**src/rtl/id_ex_stage_pkg.sv**
```systemverilog
// Shared ALU definitions for the ID/EX stage: operation codes, alu_op classes,
// funct3 values and the bit positions inside the 5-bit control bundle.
package id_ex_stage_pkg;

    typedef enum logic [3:0] {
        ALU_AND     = 4'b0000,
        ALU_OR      = 4'b0001,
        ALU_ADD     = 4'b0010,
        ALU_SUB     = 4'b0110,
        ALU_ILLEGAL = 4'b1111
    } alu_code_e;

    typedef enum logic [1:0] {
        ALUOP_ADD   = 2'b00,
        ALUOP_SUB   = 2'b01,
        ALUOP_RTYPE = 2'b10,
        ALUOP_ITYPE = 2'b11
    } alu_op_e;

    localparam logic [2:0] F3_ADD_SUB = 3'b000;
    localparam logic [2:0] F3_OR      = 3'b110;
    localparam logic [2:0] F3_AND     = 3'b111;

    // ctrl bundle layout: {reg_write, mem_read, mem_write, branch, mem_to_reg}
    localparam int CTRL_W          = 5;
    localparam int CTRL_MEM_TO_REG = 0;
    localparam int CTRL_BRANCH     = 1;
    localparam int CTRL_MEM_WRITE  = 2;
    localparam int CTRL_MEM_READ   = 3;
    localparam int CTRL_REG_WRITE  = 4;

    // Control bits that must never fire for an instruction the ALU cannot execute.
    function automatic logic is_state_changing_bit(input int idx);
        return (idx == CTRL_REG_WRITE) || (idx == CTRL_MEM_WRITE);
    endfunction

endpackage

```
**src/rtl/id_ex_stage_alu_control.sv**
```systemverilog
// Combinational ALU control decode: {alu_op, funct3, funct7_5} -> operation code
// plus an illegal flag for funct3 values the ALU does not implement.
module alu_control
    import id_ex_stage_pkg::*;
(
    input  logic [1:0] alu_op,
    input  logic [2:0] funct3,
    input  logic       funct7_5,
    output logic [3:0] alu_operation,
    output logic       illegal
);

    always_comb begin
        alu_operation = ALU_ADD;
        illegal       = 1'b0;
        case (alu_op)
            ALUOP_ADD: alu_operation = ALU_ADD;
            ALUOP_SUB: alu_operation = ALU_SUB;
            ALUOP_RTYPE: begin
                case (funct3)
                    F3_ADD_SUB: alu_operation = funct7_5 ? ALU_SUB : ALU_ADD;
                    F3_AND:     alu_operation = ALU_AND;
                    F3_OR:      alu_operation = ALU_OR;
                    default: begin
                        alu_operation = ALU_ILLEGAL;
                        illegal       = 1'b1;
                    end
                endcase
            end
            ALUOP_ITYPE: begin
                // Bit 30 of an I-type word is immediate data, so it never selects SUB.
                case (funct3)
                    F3_ADD_SUB: alu_operation = ALU_ADD;
                    F3_AND:     alu_operation = ALU_AND;
                    F3_OR:      alu_operation = ALU_OR;
                    default: begin
                        alu_operation = ALU_ILLEGAL;
                        illegal       = 1'b1;
                    end
                endcase
            end
            default: alu_operation = ALU_ADD;
        endcase
    end

endmodule

```
**src/rtl/id_ex_stage.sv**
```systemverilog
// ID/EX pipeline register: valid/ready handshake from ID, operand-2 select,
// flush, downstream back-pressure and a saturating bubble counter.
module id_ex_stage
    import id_ex_stage_pkg::*;
#(
    parameter int XLEN  = 64,
    parameter int CNT_W = 32
) (
    input  logic             clk,
    input  logic             reset,
    input  logic             id_valid,
    output logic             id_ready,
    input  logic [XLEN-1:0]  id_pc,
    input  logic [XLEN-1:0]  id_rs1_data,
    input  logic [XLEN-1:0]  id_rs2_data,
    input  logic [XLEN-1:0]  id_imm,
    input  logic [4:0]       id_rd,
    input  logic [1:0]       id_alu_op,
    input  logic             id_alu_src,
    input  logic [2:0]       id_funct3,
    input  logic             id_funct7_5,
    input  logic [4:0]       id_ctrl,
    input  logic             flush,
    input  logic             ex_ready,
    output logic             ex_valid,
    output logic [3:0]       ex_alu_operation,
    output logic [XLEN-1:0]  ex_input_data1,
    output logic [XLEN-1:0]  ex_input_data2,
    output logic [XLEN-1:0]  ex_store_data,
    output logic [XLEN-1:0]  ex_pc,
    output logic [4:0]       ex_rd,
    output logic [4:0]       ex_ctrl,
    output logic             ex_illegal,
    output logic [CNT_W-1:0] bubble_count
);

    logic [3:0]        alu_operation_next;
    logic              illegal_next;
    logic [CTRL_W-1:0] ctrl_next;
    logic [XLEN-1:0]   data2_next;
    logic              accept;

    alu_control u_alu_control (
        .alu_op        (id_alu_op),
        .funct3        (id_funct3),
        .funct7_5      (id_funct7_5),
        .alu_operation (alu_operation_next),
        .illegal       (illegal_next)
    );

    assign id_ready   = !ex_valid || ex_ready;
    assign accept     = id_valid && id_ready;
    assign data2_next = id_alu_src ? id_imm : id_rs2_data;

    // An illegal instruction still flows down the pipe but cannot write state.
    generate
        for (genvar gi = 0; gi < CTRL_W; gi++) begin : g_ctrl_mask
            if (is_state_changing_bit(gi)) begin : g_kill
                assign ctrl_next[gi] = id_ctrl[gi] & ~illegal_next;
            end else begin : g_pass
                assign ctrl_next[gi] = id_ctrl[gi];
            end
        end
    endgenerate

    always_ff @(posedge clk) begin
        if (reset) begin
            ex_valid         <= 1'b0;
            ex_alu_operation <= '0;
            ex_input_data1   <= '0;
            ex_input_data2   <= '0;
            ex_store_data    <= '0;
            ex_pc            <= '0;
            ex_rd            <= '0;
            ex_ctrl          <= '0;
            ex_illegal       <= 1'b0;
        end else if (flush) begin
            // Data fields are left stale; valid and ctrl are what matter downstream.
            ex_valid   <= 1'b0;
            ex_ctrl    <= '0;
            ex_illegal <= 1'b0;
        end else if (accept) begin
            ex_valid         <= 1'b1;
            ex_alu_operation <= alu_operation_next;
            ex_input_data1   <= id_rs1_data;
            ex_input_data2   <= data2_next;
            ex_store_data    <= id_rs2_data;
            ex_pc            <= id_pc;
            ex_rd            <= id_rd;
            ex_ctrl          <= ctrl_next;
            ex_illegal       <= illegal_next;
        end else if (ex_ready) begin
            ex_valid <= 1'b0;
        end
    end

    always_ff @(posedge clk) begin
        if (reset) begin
            bubble_count <= '0;
        end else if (!ex_valid && !(&bubble_count)) begin
            bubble_count <= bubble_count + CNT_W'(1);
        end
    end

endmodule

```
**config.mk**
```make
export PLATFORM = sky130hd
export DESIGN_NAME = id_ex_stage
export DESIGN_NICKNAME = d
export VERILOG_FILES = /design/src/rtl/id_ex_stage_pkg.sv /design/src/rtl/id_ex_stage_alu_control.sv /design/src/rtl/id_ex_stage.sv
export SDC_FILE = /design/constraint.sdc
export NUM_CORES = 1
export LEC_CHECK = 0
export CAP_MARGIN = 20
export CORE_MARGIN = 5
export CORE_UTILIZATION = 25
export DETAILED_ROUTE_END_ITERATION = 8
export PLACE_DENSITY_LB_ADDON = 0.15
export SETUP_SLACK_MARGIN = 0.15
export SYNTH_ARGS = -nofsm -noshare
export SYNTH_HDL_FRONTEND = slang
export SYNTH_HIERARCHICAL = 1
export SYNTH_SLANG_ARGS = --single-unit
```
**constraint.sdc**
```tcl
create_clock -name clk -period 4.4 [get_ports clk]
set_input_delay 0.44 -clock clk [delete_from_list [all_inputs] [get_ports clk]]
set_output_delay 0.44 -clock clk [all_outputs]
set_load 0.01 [all_outputs]
```
==> impl_metrics.yaml, run 1 <==
final_layout:
  final_layout_size_suffix_gt1_frac: 0.0401
  post_layout_nonfiller_instances: 2560
  syn_to_final_growth_pct: 64.0
  layout.nets: 2207
  fillCellCount: 4699
logic_synthesis:
  yosys.area.top_type_share: 0.523
  synth_async_sr_flop_share: 0
  edff_count_synth: 0
  unique_cell_type_count_in_the_yosys_netlist: 46
  synth.cells.most_frequent: "sky130_fd_sc_hd__nand2_1 (415), sky130_fd_sc_hd__dfxtp_1 (304), sky130_fd_sc_hd__a21oi_1 (232), sky130_fd_sc_hd__nor2_1 (80), sky130_fd_sc_hd__clkbuf_1 (72)"
  yosys_warnings: 6
  library_cell_occupying_the_most_area_in_the_post_synthesis_netlist: "sky130_fd_sc_hd__dfxtp_1"
  ys_flop_type: "sky130_fd_sc_hd__dfxtp_1"
  synth_seq_area_share: 0.523
  yosys_register_bits: 304
  synth_cells: 1403
  synthesis.area_per_instance_um2: 8.29
  synth.most_common_cell: "sky130_fd_sc_hd__nand2_1"
  syn-num-nets: 1682
  syn-cell-area_um2: 11600
  synth.area.top_cells: "sky130_fd_sc_hd__dfxtp_1 (52%), sky130_fd_sc_hd__nand2_1 (13%), sky130_fd_sc_hd__a21oi_1 (10%)"
clock_tree:
  cts_repair_resize_count: 0
  clock_path_buffers: 3
  postCtsSetupRepairBufs: 0
  cts_inserted_buffers: 38
  cts_root_buf: "sky130_fd_sc_hd__clkbuf_16"
  clk_transition_reported_paths_ps: 50
  cts_tree: "yes"
  clk_latency_ps: 540
  ctsHoldBuffers: 0
  htree_levels: 2
  clkSinkCount: 304
drt:
  detail_route.wl_per_cell_um: 18.5
  vias_per_cell: 4.54
  postRouteAntennaNets: 0
  route.vias.total: 11600
  total_length_of_routed_wires_um: 47500
  post-route-drc-count: 0
  drtIter0Drc: 577
  drt-pass1-iter-count: 5
timing:
  final.setup.worst_slack_ps: 1810
  fin_setup_tns_ps: 0
  clock.fmax_mhz: 387
  relSlewSlack: 0.357
  max_slew.worst_pin.slew_ps: 962
  timing.final.max_slew_violations: 0
  rsz_0062_raised_after_global_routing: "false"
  final_period_minus_worst_setup_slack_ps: 2590
  final.hold.worst_slack_ps: 353
  final.period_utilization: 0.588
  final-hold-violation-count: 0
  number_of_setup_violations_in_the_final_report: 0
  clock_skew_ps: 15.4
floorplan:
  fp.coreArea_um2: 46300
  die-area_um2: 50900
  boundaryPins: 583
  initial_utilization: 0.251
  floorplan.die.height_um: 226
  dieWidth_um: 226
  placementRows: 79
setup_path:
  critical_path_arrival_ps: 3050
  worst_ep_required_time_ps: 4860
  criticalPathCategory: "flop to flop"
  critPathCaptureType: "flop"
  crit_path_max_fanout: 24
  crit_path_launch_type: "flop"
pwr:
  design_power_total_mw: 6.84
  total_leakage_power_nw: 6.72
  max-vdd-ir-drop_mv: 0.246
  power.density_nw_per_um2: 359
placement:
  gpl.final_weighted_congestion: 0.786
  numPlacedInstances: 2495
  dp_hpwl_um: 34100
  place_worst_setup_slack_ps: 1390
  io_buffers: 582
run_status:
  status: "finished, final reports clean"
grt:
  wire_length_of_the_first_global_routing_pass_um: 69900
  grt_pass1_vias: 11500
  number_of_antenna_violations_at_the_first_check_in_global_routing: 9
  groute.usage.overall: 0.175
  grt_overflow_total: 0
  largest_net_degree_at_the_start_of_global_routing: 143
min_path:
  min-delay-path-class: "input pin to flop"
flow_run:
  cap_violations: 0
cells by family (layout without fill, tap and decap cells):
family,Yosys count,in the layout,share of synthesized area
adders and majority gates,1,1,0.00108
DFF,304,304,0.523
AOI/OAI and AO/OA,329,329,0.162
other,0,7,0
and+or+nand+nor,582,582,0.211
xor gates and xnor gates,5,5,0.00377
muxes,67,67,0.0579
buffers and inverters,115,658,0.0414
worst paths after layout:
path | slack (ps) | depth (start not counted) | end | start
min reg2reg | 450 | 2 | ex_store_data[19]$_SDFFE_PP0P_ | ex_store_data[19]$_SDFFE_PP0P_
max reg2reg | 1810 | 4 | bubble_count[17]$_SDFFE_PP0P_ | bubble_count[2]$_SDFFE_PP0P_
min | 350 | 2 | bubble_count[3]$_SDFFE_PP0P_ | reset
max | 1810 | 4 | bubble_count[17]$_SDFFE_PP0P_ | bubble_count[2]$_SDFFE_PP0P_
state kept, by name, summed over array words and instances, names as in the netlist:
signal            cells
ex_input_data1       64
ex_input_data2       64
ex_pc                64
ex_store_data        64
bubble_count         32
ex_ctrl               5
ex_rd                 5
ex_alu_operation      4
ex_illegal            1
ex_valid              1
stage by stage:
step / cell area, um2 / utilization
2_1_floorplan: 11600 / -
3_3_place_gp: 17900 / 0.388
3_5_place_dp: 17900 / 0.388
4_1_cts: 19000 / 0.412
5_1_grt: 19100 / 0.412
6_report: 19100 / 0.412
per-layer routing:
metal  GRT usage  vias up  part of all wire
met5           0        -           0.00086
met4      0.0640        6             0.028
li1            -     5835                 -
met2       0.293      372              0.48
met3      0.0715       76             0.094
met1       0.203     5334              0.40
critical path, cell delays in order (launching register included):
cell and delay, ps:
sky130_fd_sc_hd__dfxtp_1 450, sky130_fd_sc_hd__and4_1 250, sky130_fd_sc_hd__nand4_1 750, sky130_fd_sc_hd__or4b_2 910
sky130_fd_sc_hd__a21oi_1 150
cell type report:
| class | instances | area [um2] | share of cell area |
|---|---|---|---|
| timing repair buffer | 595 | 6000 | 0.315 |
| clock inverter | 4 | 30.0 | 0.00158 |
| multi-input combinational | 984 | 5070 | 0.266 |
| inverter | 5 | 18.8 | 0.000985 |
| sequential | 304 | 6090 | 0.319 |
| clock buffer | 54 | 1080 | 0.0568 |
| tap | 607 | 759 | 0.0398 |
| antenna | 7 | 17.5 | 0.000919 |
power by group:
| group | switching, mW | internal [mW] |
|---|---|---|
| combinational | 0.450 | 0.556 |
| sequential | 0.0715 | 2.89 |
| clock | 1.18 | 1.70 |
layout by cell type, fill, tap and decap left out, drive strengths merged, types with 2 or more instances in the layout:
cell type / count
nand2: 416
or2: 4
o21ai: 5
nand3: 19
a21oi: 232
a311oi: 2
o31ai: 17
or4: 20
xnor2: 4
nor3: 4
diode: 7
nor3b: 2
or3: 5
clkbuf: 54
a211oi: 65
nor4: 4
or4b: 2
a31oi: 3
nand2b: 5
nand4: 12
mux2i: 65
buf: 15
clkinv: 2
dfxtp: 304
mux2: 2
inv: 7
and4: 3
clkdlybuf4s50: 580
nor2: 80
nor2b: 2
(Power assumes the default switching activity.)
==> run 2: changes to the inputs <==
==> constraint.sdc (replaced) <==
create_clock -name clk -period 2.7 [get_ports clk]
set_input_delay 0.27 -clock clk [delete_from_list [all_inputs] [get_ports clk]]
set_output_delay 0.27 -clock clk [all_outputs]
set_load 0.01 [all_outputs]
==> run 2 against run 1 <==
Against the previous run: flip-flop and latch count did not move; final cell count rose by 0.51%; sequential share of layout area fell by 0.35 points; largest power group unchanged.
==> impl_metrics.yaml, run 2 (synthesis gave the netlist of run 1 again) <==
setup_path:
  criticalPathCategory: "flop to flop"
  crit_path_launch_type: "flop"
  critPathCaptureType: "flop"
  critical_path_arrival_ps: 2640
  crit_path_max_fanout: 29
  worst_ep_required_time_ps: 3070
  worst-r2r-cell-count: 7
timing:
  number_of_setup_violations_in_the_final_report: 0
  max_slew.worst_pin.slew_ps: 991
  clock_skew_ps: 17.8
  rsz_0062_raised_after_global_routing: "false"
  clock.fmax_mhz: 441
  relSlewSlack: 0.339
  final.period_utilization: 0.840
  fin_setup_tns_ps: 0
  final.hold.worst_slack_ps: 270
  final_period_minus_worst_setup_slack_ps: 2270
  final-hold-violation-count: 0
  timing.final.max_slew_violations: 0
final_layout:
  final_layout_size_suffix_gt1_frac: 0.0484
  post_layout_nonfiller_instances: 2573
  final_common_cell: "sky130_fd_sc_hd__clkdlybuf4s50_1"
  layout.nets: 2223
  layout.cells.most_common_list: "sky130_fd_sc_hd__clkdlybuf4s50_1 (580), sky130_fd_sc_hd__nand2_1 (415), sky130_fd_sc_hd__dfxtp_1 (304), sky130_fd_sc_hd__a21oi_1 (232), sky130_fd_sc_hd__nor2_1 (79)"
  syn_to_final_growth_pct: 65.8
drt:
  wl_met3_um: 4880
  vias_per_cell: 4.56
  route.vias.total: 11700
  total_length_of_routed_wires_um: 48100
  met2RoutedLength_um: 23300
  postRouteAntennaNets: 0
  top_layer: "met5"
  drt-pass1-iter-count: 5
  post-route-drc-count: 0
  detail_route.wl_per_cell_um: 18.7
  wl_met1_um: 18800
  drtIter0Drc: 460
clock_tree:
  clk_latency_ps: 540
  postCtsSetupRepairBufs: 0
  cts_tree: "yes"
  cts_inserted_buffers: 37
  htree_levels: 2
  ctsHoldBuffers: 0
  clk_transition_reported_paths_ps: 60
  clock_path_buffers: 3
  clkSinkCount: 304
  cts_root_buf: "sky130_fd_sc_hd__clkbuf_16"
  cts_repair_resize_count: 0
floorplan:
  placementRows: 79
  initial_utilization: 0.251
  fp.coreArea_um2: 46300
  dieWidth_um: 226
  boundaryPins: 583
  floorplan.die.height_um: 226
  die-area_um2: 50900
grt:
  groute.usage.overall: 0.177
  grt_overflow_total: 0
  number_of_antenna_violations_at_the_first_check_in_global_routing: 6
  largest_net_degree_at_the_start_of_global_routing: 140
  wire_length_of_the_first_global_routing_pass_um: 70400
  grt_pass1_vias: 11500
pwr:
  max-vdd-ir-drop_mv: 0.391
  total_leakage_power_nw: 6.83
  design_power_total_mw: 11.2
  power.density_nw_per_um2: 581
min_path:
  min-delay-path-class: "input pin to flop"
  timing.hold.worst_path_depth: 3
flow_run:
  cap_violations: 0
placement:
  numPlacedInstances: 2512
  dp_hpwl_um: 35300
  io_buffers: 582
  gpl.final_weighted_congestion: 0.805
run_status:
  status: "finished, final reports clean"
## run 2: changes by cell type in the layout (fill, tap and decap cells not counted), sizes merged
cell / delta
buf: +17
bufinv: +1
diode: -4
clkbuf: -1
## run 2: final timing paths
path                                    end  slack (ps)                           start
max           bubble_count[21]$_SDFFE_PP0P_         430    bubble_count[0]$_SDFFE_PP0P_
min                  ex_pc[46]$_SDFFE_PP0P_         270                       id_pc[46]
max reg2reg   bubble_count[21]$_SDFFE_PP0P_         430    bubble_count[0]$_SDFFE_PP0P_
min reg2reg  ex_store_data[49]$_SDFFE_PP0P_         450  ex_store_data[49]$_SDFFE_PP0P_
## run 2: critical path, cell delays in order, from the launching register on
cell and delay [ps]:
sky130_fd_sc_hd__dfxtp_1 430, sky130_fd_sc_hd__ha_1 260, sky130_fd_sc_hd__nand3_1 150, sky130_fd_sc_hd__nor2_1 270
sky130_fd_sc_hd__a31o_2 580, sky130_fd_sc_hd__buf_4 240, sky130_fd_sc_hd__or4_1 120, sky130_fd_sc_hd__a21oi_1 60
## run 2: metal layers
layer,vias to the layer above,global-route usage
met2,369,0.296
met3,73,0.0820
met4,6,0.0453
met1,5419,0.206
met5,-,0
li1,5861,-
## run 2: stage by stage
| step | util | setup slack (ps) | cell area (um2) |
|---|---|---|---|
| 2_1_floorplan | - | 664 | 11600 |
| 3_3_place_gp | 0.393 | 400 | 18200 |
| 5_1_grt | 0.417 | 186 | 19300 |
| 4_1_cts | 0.416 | 422 | 19300 |
| 6_report | 0.417 | 432 | 19300 |
| 3_5_place_dp | 0.393 | 351 | 18200 |
## run 2: final cells by class
class	count	area [um2]
Antenna cell	3	7.51
Clock buffer	53	1050
Clock inverter	5	57.6
Fill cell	4669	27000
Inverter	5	18.8
Multi-Input combinational cell	984	5070
Sequential cell	304	6090
Tap cell	607	759
Timing Repair Buffer	612	6230
## run 2: where the power goes
group / internal [mW] / switching, mW / total (mW)
sequential: 4.70 / 0.116 / 4.82
clock: 2.77 / 1.94 / 4.70
combinational: 0.935 / 0.742 / 1.68
total: 8.40 / 2.80 / 11.2
==> run 3: changes to the inputs <==
==> constraint.sdc (replaced) <==
create_clock -name clk -period 2.3 [get_ports clk]
set_input_delay 0.23 -clock clk [delete_from_list [all_inputs] [get_ports clk]]
set_output_delay 0.23 -clock clk [all_outputs]
set_load 0.01 [all_outputs]
==> run 3 against run 2 <==
Against the previous run: non-clock buffer count grew 13; combinational power grew 18%; maximum frequency grew 9.7%; hold slack lost 88 ps; total power grew 21%; final cell count grew 0.89%; first-iteration DRC count grew 34%; largest power group is now clock; highest routed layer unchanged.
==> impl_metrics.yaml, run 3 (synthesis gave the netlist of run 1 again) <==
min_path:
  min_delay_worst_endpoint: "bubble_count[0]$_SDFFE_PP0P_"
  timing.hold.worst_path_depth: 2
  min-delay-start: "reset"
  min-delay-path-class: "input pin to flop"
final_layout:
  layout.cells.most_common_list: "sky130_fd_sc_hd__clkdlybuf4s50_1 (580), sky130_fd_sc_hd__nand2_1 (415), sky130_fd_sc_hd__dfxtp_1 (296), sky130_fd_sc_hd__a21oi_1 (232), sky130_fd_sc_hd__nor2_1 (79)"
  syn_to_final_growth_pct: 68.0
  fillCellCount: 4678
  fin_util: 0.422
  ff_latch_area_um2: 6100
  post_layout_nonfiller_instances: 2596
  multi_input_area_um2: 5100
  final_layout_size_suffix_gt1_frac: 0.0629
  final_common_cell: "sky130_fd_sc_hd__clkdlybuf4s50_1"
  layout.nets: 2238
  final_area_um2: 19500
drt:
  drtIter0Drc: 616
  total_length_of_routed_wires_um: 47900
  detail_route.wl_per_cell_um: 18.4
  vias_per_cell: 4.55
  post-route-drc-count: 0
  postRouteAntennaNets: 0
  route.vias.total: 11800
  drt-pass1-iter-count: 5
setup_path:
  r2r_end: "bubble_count[26]$_SDFFE_PP0P_"
  rrSetupSlack_ps: 230
  critical-path-slowest-cell: "sky130_fd_sc_hd__or4_4"
  crit_buf_inv: 0
  worst_r2r_startpoint: "bubble_count[3]$_SDFFE_PP0P_"
  critical-path-max-stage-delay_ps: 580
  worst-r2r-cell-count: 5
  critical-path-top-delay-family: "simple AND/OR/NAND/NOR gates"
  crit_path_launch_type: "flop"
  worst_ep_required_time_ps: 2750
  crit_path_max_fanout: 6
  critical_path.cell_chain: "and4_1 > nand3_1 > or4_4 > or4_1 > a21oi_1"
  critPathCaptureType: "flop"
  critical_path_arrival_ps: 2520
  criticalPathCategory: "flop to flop"
clock_tree:
  cts_tree: "yes"
  clock_path_buffers: 3
  cts_root_buf: "sky130_fd_sc_hd__clkbuf_16"
  cts_inserted_buffers: 39
  htree_levels: 2
  clk_latency_ps: 530
  clk_transition_reported_paths_ps: 60
  clkSinkCount: 304
  ctsHoldBuffers: 0
timing:
  number_of_setup_violations_in_the_final_report: 0
  rsz_0062_raised_after_global_routing: "false"
  clock.fmax_mhz: 484
  fin_setup_tns_ps: 0
  timing.final.max_slew_violations: 0
  final-hold-violation-count: 0
  clock_skew_ps: 11.4
  relSlewSlack: 0.518
  max_slew.worst_pin.slew_ps: 722
  final.period_utilization: 0.899
  final_period_minus_worst_setup_slack_ps: 2070
pwr:
  total_leakage_power_nw: 6.97
  power.density_nw_per_um2: 692
  max-vdd-ir-drop_mv: 0.521
  design_power_total_mw: 13.5
run_status:
  status: "finished, final reports clean"
floorplan:
  floorplan.die.height_um: 226
  fp.coreArea_um2: 46300
  boundaryPins: 583
  die-area_um2: 50900
  placementRows: 79
  dieWidth_um: 226
  initial_utilization: 0.251
grt:
  grt_pass1_vias: 11600
  wire_length_of_the_first_global_routing_pass_um: 70700
  grt_overflow_total: 0
  number_of_antenna_violations_at_the_first_check_in_global_routing: 9
  largest_net_degree_at_the_start_of_global_routing: 108
  groute.usage.overall: 0.177
placement:
  gpl.final_weighted_congestion: 0.790
  placed_area_um2: 18300
  numPlacedInstances: 2523
  io_buffers: 582
  dp_hpwl_um: 35700
flow_run:
  cap_violations: 0
run 3: changes by cell type in the layout (fill, tap and decap cells not counted), moves of 2 or more:
cell / previous run / this run
sky130_fd_sc_hd__nand2b_1: 4 / 2
sky130_fd_sc_hd__clkbuf_1: 10 / 16
sky130_fd_sc_hd__clkbuf_16: 37 / 41
sky130_fd_sc_hd__clkinv_2: 2 / 4
sky130_fd_sc_hd__buf_4: 17 / 29
sky130_fd_sc_hd__dfxtp_1: 304 / 296
sky130_fd_sc_hd__inv_6: 2 / 0
sky130_fd_sc_hd__dfxtp_2: 0 / 8
run 3: worst max path at each step:
stage,start,endpoint,slack [ps],cells past startpoint
6_report,bubble_count[3]$_SDFFE_PP0P_,bubble_count[26]$_SDFFE_PP0P_,230,5
5_1_grt,bubble_count[20]$_SDFFE_PP0P_,bubble_count[26]$_SDFFE_PP0P_,150,5
4_1_cts,bubble_count[1]$_SDFFE_PP0P_,bubble_count[21]$_SDFFE_PP0P_,150,7
3_5_place_dp,bubble_count[1]$_SDFFE_PP0P_,bubble_count[21]$_SDFFE_PP0P_,180,7
3_3_place_gp,bubble_count[1]$_SDFFE_PP0P_,bubble_count[25]$_SDFFE_PP0P_,210,7
2_1_floorplan,bubble_count[0]$_SDFFE_PP0P_,bubble_count[17]$_SDFFE_PP0P_,260,7
run 3: through the flow:
step | hold slack [ps] | setup WS [ps]
2_1_floorplan | 359 | 264
3_3_place_gp | 442 | 206
3_5_place_dp | 446 | 179
4_1_cts | 156 | 154
5_1_grt | 203 | 153
6_report | 182 | 232
run 3: where the power goes:
| group | internal, mW | leakage (nW) | switching, mW |
|---|---|---|---|
| clock | 3.57 | 0.597 | 2.31 |
| sequential | 5.52 | 2.49 | 0.131 |
| combinational | 1.11 | 3.89 | 0.881 |
run 3: metal layers:
metal | global-route usage | part of all wire
met5 | 0 | 0.0014
met4 | 0.0553 | 0.025
met3 | 0.0768 | 0.099
met2 | 0.299 | 0.48
met1 | 0.204 | 0.39
run 3: repair_timing:
action / 4_1_cts / 5_1_grt
setup buffers: 0 / 2
gates resized for setup: 0 / 15
hold endpoints to repair: 0 / 0
setup endpoints to repair: 0 / 26
run 3: area by class of cell:
class | instances | share of cell area
Antenna cell | 3 | 0.000384
Clock buffer | 63 | 0.0598
Clock inverter | 5 | 0.00256
Inverter | 5 | 0.000961
Multi-Input combinational cell | 984 | 0.261
Sequential cell | 304 | 0.312
Tap cell | 607 | 0.0389
Timing Repair Buffer | 625 | 0.324
